--- src/rtl/fp_add_issue.sv ---
// Valid/ready issue and collect shell around a fixed-latency FP adder.
// Outstanding-operation credits keep the result FIFO from ever overflowing.
module fp_add_issue #(
    parameter int DATA_W = 32,
    parameter int DEPTH  = 8
) (
    input  logic                      clk,
    input  logic                      rst,
    input  logic                      in_valid,
    output logic                      in_ready,
    input  logic [DATA_W-1:0]         in_op_a,
    input  logic [DATA_W-1:0]         in_op_b,
    output logic                      fpu_start,
    output logic [DATA_W-1:0]         fpu_op_a,
    output logic [DATA_W-1:0]         fpu_op_b,
    input  logic                      fpu_done,
    input  logic [DATA_W-1:0]         fpu_res,
    input  logic [2:0]                fpu_flags,
    output logic                      out_valid,
    input  logic                      out_ready,
    output logic [DATA_W-1:0]         out_res,
    output logic [2:0]                out_flags,
    output logic [$clog2(DEPTH):0]    occupancy,
    output logic                      proto_err
);

    localparam int PTR_W = $clog2(DEPTH);
    localparam int CNT_W = PTR_W + 1;
    localparam int ENT_W = DATA_W + 3;
    localparam logic [CNT_W-1:0] FULL = CNT_W'(DEPTH);

    logic [CNT_W-1:0]  occ_reg, occ_next;
    logic [CNT_W-1:0]  cnt_reg, cnt_next;
    logic [CNT_W-1:0]  inflight;
    logic [PTR_W-1:0]  wr_ptr_reg, rd_ptr_reg;
    logic              in_ready_reg;
    logic              start_reg;
    logic [DATA_W-1:0] op_a_reg, op_b_reg;
    logic              proto_err_reg;
    logic              accept, pop, wr_en, done_bad, fifo_valid;
    logic [ENT_W-1:0]  head;
    logic [ENT_W-1:0]  mem [DEPTH];

    assign accept     = in_valid & in_ready_reg;
    assign fifo_valid = (cnt_reg != '0);
    assign pop        = fifo_valid & out_ready;
    assign inflight   = occ_reg - cnt_reg;

    // A done pulse with no room or nothing outstanding is dropped and flagged.
    assign done_bad = fpu_done & ((cnt_reg == FULL) | (inflight == '0));
    assign wr_en    = fpu_done & ~done_bad;

    always_comb begin
        occ_next = occ_reg;
        case ({accept, pop})
            2'b10:   occ_next = occ_reg + CNT_W'(1);
            2'b01:   occ_next = occ_reg - CNT_W'(1);
            default: occ_next = occ_reg;
        endcase
    end

    always_comb begin
        cnt_next = cnt_reg;
        case ({wr_en, pop})
            2'b10:   cnt_next = cnt_reg + CNT_W'(1);
            2'b01:   cnt_next = cnt_reg - CNT_W'(1);
            default: cnt_next = cnt_reg;
        endcase
    end

    always_ff @(posedge clk or posedge rst) begin
        if (rst) begin
            occ_reg       <= '0;
            cnt_reg       <= '0;
            wr_ptr_reg    <= '0;
            rd_ptr_reg    <= '0;
            in_ready_reg  <= 1'b0;
            start_reg     <= 1'b0;
            op_a_reg      <= '0;
            op_b_reg      <= '0;
            proto_err_reg <= 1'b0;
        end else begin
            occ_reg       <= occ_next;
            cnt_reg       <= cnt_next;
            // Ready is registered from the next credit count so it stays low in reset.
            in_ready_reg  <= (occ_next < FULL);
            start_reg     <= accept;
            proto_err_reg <= proto_err_reg | done_bad;
            if (accept) begin
                op_a_reg <= in_op_a;
                op_b_reg <= in_op_b;
            end
            if (wr_en) begin
                wr_ptr_reg <= wr_ptr_reg + PTR_W'(1);
            end
            if (pop) begin
                rd_ptr_reg <= rd_ptr_reg + PTR_W'(1);
            end
        end
    end

    always_ff @(posedge clk) begin
        if (wr_en) begin
            mem[wr_ptr_reg] <= {fpu_flags, fpu_res};
        end
    end

    // Head is gated by valid so stale storage never leaks out after reset.
    assign head      = mem[rd_ptr_reg];
    assign out_valid = fifo_valid;
    assign out_res   = fifo_valid ? head[DATA_W-1:0] : '0;
    assign out_flags = fifo_valid ? head[ENT_W-1:DATA_W] : 3'b000;

    assign in_ready  = in_ready_reg;
    assign fpu_start = start_reg;
    assign fpu_op_a  = op_a_reg;
    assign fpu_op_b  = op_b_reg;
    assign occupancy = occ_reg;
    assign proto_err = proto_err_reg;

endmodule

--- config.mk ---
export PLATFORM = sky130hd
export DESIGN_NAME = fp_add_issue
export DESIGN_NICKNAME = d
export VERILOG_FILES = /design/src/rtl/fp_add_issue.sv
export SDC_FILE = /design/constraint.sdc
export NUM_CORES = 1
export LEC_CHECK = 0
export ABC_AREA = 1
export CAP_MARGIN = 0
export CELL_PAD_IN_SITES_DETAIL_PLACEMENT = 0
export CELL_PAD_IN_SITES_GLOBAL_PLACEMENT = 1
export CORE_AREA = 2 2 194 196
export CTS_BUF_LIST = sky130_fd_sc_hd__clkbuf_4 sky130_fd_sc_hd__clkbuf_8
export DETAILED_ROUTE_END_ITERATION = 12
export DIE_AREA = 0 0 196 198
export GPL_TIMING_DRIVEN = 0
export PLACE_DENSITY_LB_ADDON = 0.15
export REMOVE_ABC_BUFFERS = 1
export SYNTH_ARGS = -nofsm -noshare
export SYNTH_HDL_FRONTEND = slang
export SYNTH_SLANG_ARGS = --single-unit
--- constraint.sdc ---
create_clock -name clk -period 3.45 [get_ports clk]
set_input_delay 1.035 -clock clk [delete_from_list [all_inputs] [get_ports clk]]
set_output_delay 1.035 -clock clk [all_outputs]
set_load 0.005 [all_outputs]
==> summary.md <==
The number of nets still failing antenna checks after routing came out at 0. The arrival time at the worst endpoint was 2.43 ns; the reg2reg setup slack was 0.22 ns. In the final layout, flip-flops and latches occupy 10450 sq um. The run gives 38.19% as the worst slew margin relative to its limit.

Routed wire length per instance: 20.13 microns. The run finished, with violations left. The final reports fail on setup timing. The tools report the sum of internal, switching and leakage power as 0.01762 W. For the largest clock skew in the final design, the log shows 0.01656 ns. The worst hold path terminates at fpu_op_a[0]. The sequential element share of the synthesized area was 72.25%; the share of flip-flops with an asynchronous set or reset after synthesis was 22.44%. The layout overhead on the synthesized area was 32.45%; the final hold violation count was 0. Setup violations remaining at the end of the flow were counted as 3. The worst setup path is launched from a register. The cell area power density is 921.0 nW/um^2, and the number of non-filler instances in the completed layout is 2020. The number of DRC violations after detailed-routing iteration 0 was 503.

The flip-flop count of the largest register, all copies and words added was 280. The worst setup path is captured at an output pin. After filler insertion, the fill cell instance count of the layout stands at 3233.

Post-route core utilization: 51.77%. Data on the critical path is required at its endpoint by 2.41 ns. The number of top-level design ports was 211; the initial antenna violation count was 4. The largest fanout on the critical path works out to 13.

At the pin with the least slew margin, the transition time is 0.9250 ns. The floorplan step defined a die boundary enclosing 38810 sq um. The run gives 14440 sq um as the netlist area before placement.

The class of the tightest hold or removal check is register to register. For the pin count of the biggest net entering global routing, the log shows 60. Height of the die: 198 microns. The number of port buffers came out at 210.

The type of the setup path with the least slack was register to output pin. The HPWL after detailed placement is 20560 microns. The leading cell type in the layout, fill and taps excluded was sky130_fd_sc_hd__edfxtp_1. IR analysis of the VDD net gives a maximum drop of 0.4248 mV.

The final layout contains 1612 nets. For the placed instance count, the log shows 1870. In the layout the commonest cells are 280 x sky130_fd_sc_hd__edfxtp_1, 264 x sky130_fd_sc_hd__nand2_1, 231 x sky130_fd_sc_hd__nor2_1. The tools report the global-route usage over all layers as 21.21%. The per-instance average area after synthesis works out to 11.63 sq um.

The startpoint identified for the worst hold timing path is fpu_op_a[0]. The horizontal extent of the die was 196 microns. The number of synthesized register bits was 361; the clock transition at the register clock pins on the worst setup and hold paths after CTS was 0.06 ns. For this run, the detailed router's first-pass iteration total came to 7.

The worst register-to-register path ends at mem[2][21]. In the final layout, the share of cells above drive strength 1 is 13.66%. The total routed wirelength came out at 40660 microns. The number of distinct library cells after synthesis was 25; the number of enable flip-flop cells after synthesis was 280.

Counting instances, the worst hold path has a depth of 2. The CTS root buffer is sky130_fd_sc_hd__clkbuf_8. The tools report the number of global-route vias before repair as 10260. The prevailing post-synth register cell was sky130_fd_sc_hd__edfxtp_1. Ranked by flip-flop count, first place goes to mem. The starting density of the core is 39.08%. The wire length of the first global-routing pass is 61160 microns. After floorplanning, the core was divided into 71 placement rows.

Counting every instance in the synthesized netlist gives 1242. The tools report the multi-input logic area as 3732 sq um. Buffers inserted to repair hold after CTS numbered 0. The logs give 10120 for the number of vias after detailed routing and 361 for the total number of clock tree sinks.

The core region area is 36960 sq um, and the max-cap violation count is 0. Launch point of the worst reg-to-reg path: cnt_reg[2]. Static timing analysis puts the maximum clock frequency at 288.2 MHz. TritonCTS built the clock tree.

The worst register-to-register path has a depth of 9. The worst path uses 100.6% of the clock period. TritonCTS created 60 clock buffers. For this design the static power due to leakage is 7.404 nW.

Dividing the detail-routed via count by the number of cells gives 5.008. The final critical path time including I/O delays and setup was 3.470 ns. Setup repair after global routing could not meet its margin everywhere. The worst-case setup margin in the final layout is -0.01960 ns, and the number of levels in the clock H-tree is 2.

The clock reaches the later pin of the worst-skew pair after 0.64 ns. The global-route congestion overflow total was 0. The logs give 0 for the number of synthesis warnings and 0.7193 for the final weighted congestion in routability-driven placement. The maximum buffer depth of the clock tree came out at 3. The number of slew-limit violations in the final report is 0.

After detailed routing, the number of remaining DRC violations is 0.
## timing repair
item,CTS,global route
gates cloned,13,1
pin swaps,12,25
gates resized for setup,82,73
endpoints found under the setup margin,39,24
buffers inserted,15,9
## cells by family after synthesis
logic type | count (synthesis) | synth area share (%)
AND/OR/NAND/NOR | 543 | 14.41
flip-flops | 361 | 72.25
AO/OA/AOI/OAI | 221 | 8.585
buffers and inverters | 95 | 3.058
adder cells (fa/ha/maj) | 12 | 1.091
XOR/XNOR | 10 | 0.6064
## report_power, final
part	switching, W	internal, W
logic	0.00430	0.00339
registers	0.000474	0.00572
clock network	0.00169	0.00205
## per-stage QoR
stage | worst slack (ns) | area, sq um | hold slack (ns) | setup TNS [ns]
after CTS | -0.2005 | 19050 | 0.4805 | -1.676
after detailed placement | -0.6307 | 17220 | 0.4642 | -33.33
final | -0.01960 | 19130 | 0.4758 | -0.04381
after global placement | -6.095 | 16790 | 0.4608 | -1103.64
after global routing | -0.1656 | 19130 | 0.5036 | -1.034
after floorplan | -1.813 | 14090 | 0.4567 | -64.10
## synth_stat cells (11+ instances only)
master,count,area [sq um]
sky130_fd_sc_hd__o21ai_1,35,175.2
sky130_fd_sc_hd__nand3_1,11,55.05
sky130_fd_sc_hd__nor2_1,258,968.4
sky130_fd_sc_hd__dfrtp_1,81,2027
sky130_fd_sc_hd__edfxtp_1,280,8408
sky130_fd_sc_hd__o211ai_1,36,270.3
sky130_fd_sc_hd__clkbuf_1,32,120.1
sky130_fd_sc_hd__inv_1,23,86.33
sky130_fd_sc_hd__o22ai_1,35,219.0
sky130_fd_sc_hd__ha_1,11,137.6
sky130_fd_sc_hd__o21ai_0,111,555.5
sky130_fd_sc_hd__buf_2,20,100.1
sky130_fd_sc_hd__nand2_1,265,994.7
## layer usage
metal	GRT usage [%]	up-vias	wire length [microns]
met5	0	-	39
met4	6.173	6	926
met3	7.154	71	3326
met2	35.31	328	19040
met1	26.39	4878	17330
li1	-	4834	-
## how the worst max path moves through the flow
stage | start | endpoint | slack [ns] | cells after the start
global placement | rd_ptr_reg[0] | out_res[14] | -6.09 | 6
finish | rd_ptr_reg[0] | out_flags[1] | -0.02 | 10
floorplan | rd_ptr_reg[0] | out_flags[1] | -1.81 | 5
global route | rd_ptr_reg[0] | out_flags[1] | -0.17 | 10
CTS | rd_ptr_reg[0] | out_res[4] | -0.20 | 8
detailed placement | rd_ptr_reg[0] | out_res[30] | -0.63 | 8
## critical path: stages, from the launching register on
cell                            delay, ns
sky130_fd_sc_hd__dfrtp_4             0.52
sky130_fd_sc_hd__buf_16              0.17
sky130_fd_sc_hd__buf_12              0.12
sky130_fd_sc_hd__buf_16              0.14
sky130_fd_sc_hd__buf_6               0.13
sky130_fd_sc_hd__clkinv_8            0.07
sky130_fd_sc_hd__nor2_1              0.04
sky130_fd_sc_hd__o211ai_1            0.16
sky130_fd_sc_hd__nand2_1             0.08
sky130_fd_sc_hd__nor2_2              0.11
sky130_fd_sc_hd__dlygate4sd2_1       0.24
## layout make-up
class,count,area share [%]
antenna,1,0.01308
clock buffer,88,5.579
clock inverter,23,0.6409
inverter,24,0.6540
multi-input combinational,787,19.51
sequential,361,54.60
tap,474,3.100
timing repair buffer,259,15.62
timing repair inverter,3,0.2747
No activity file was read; power rests on OpenSTA's default activity.
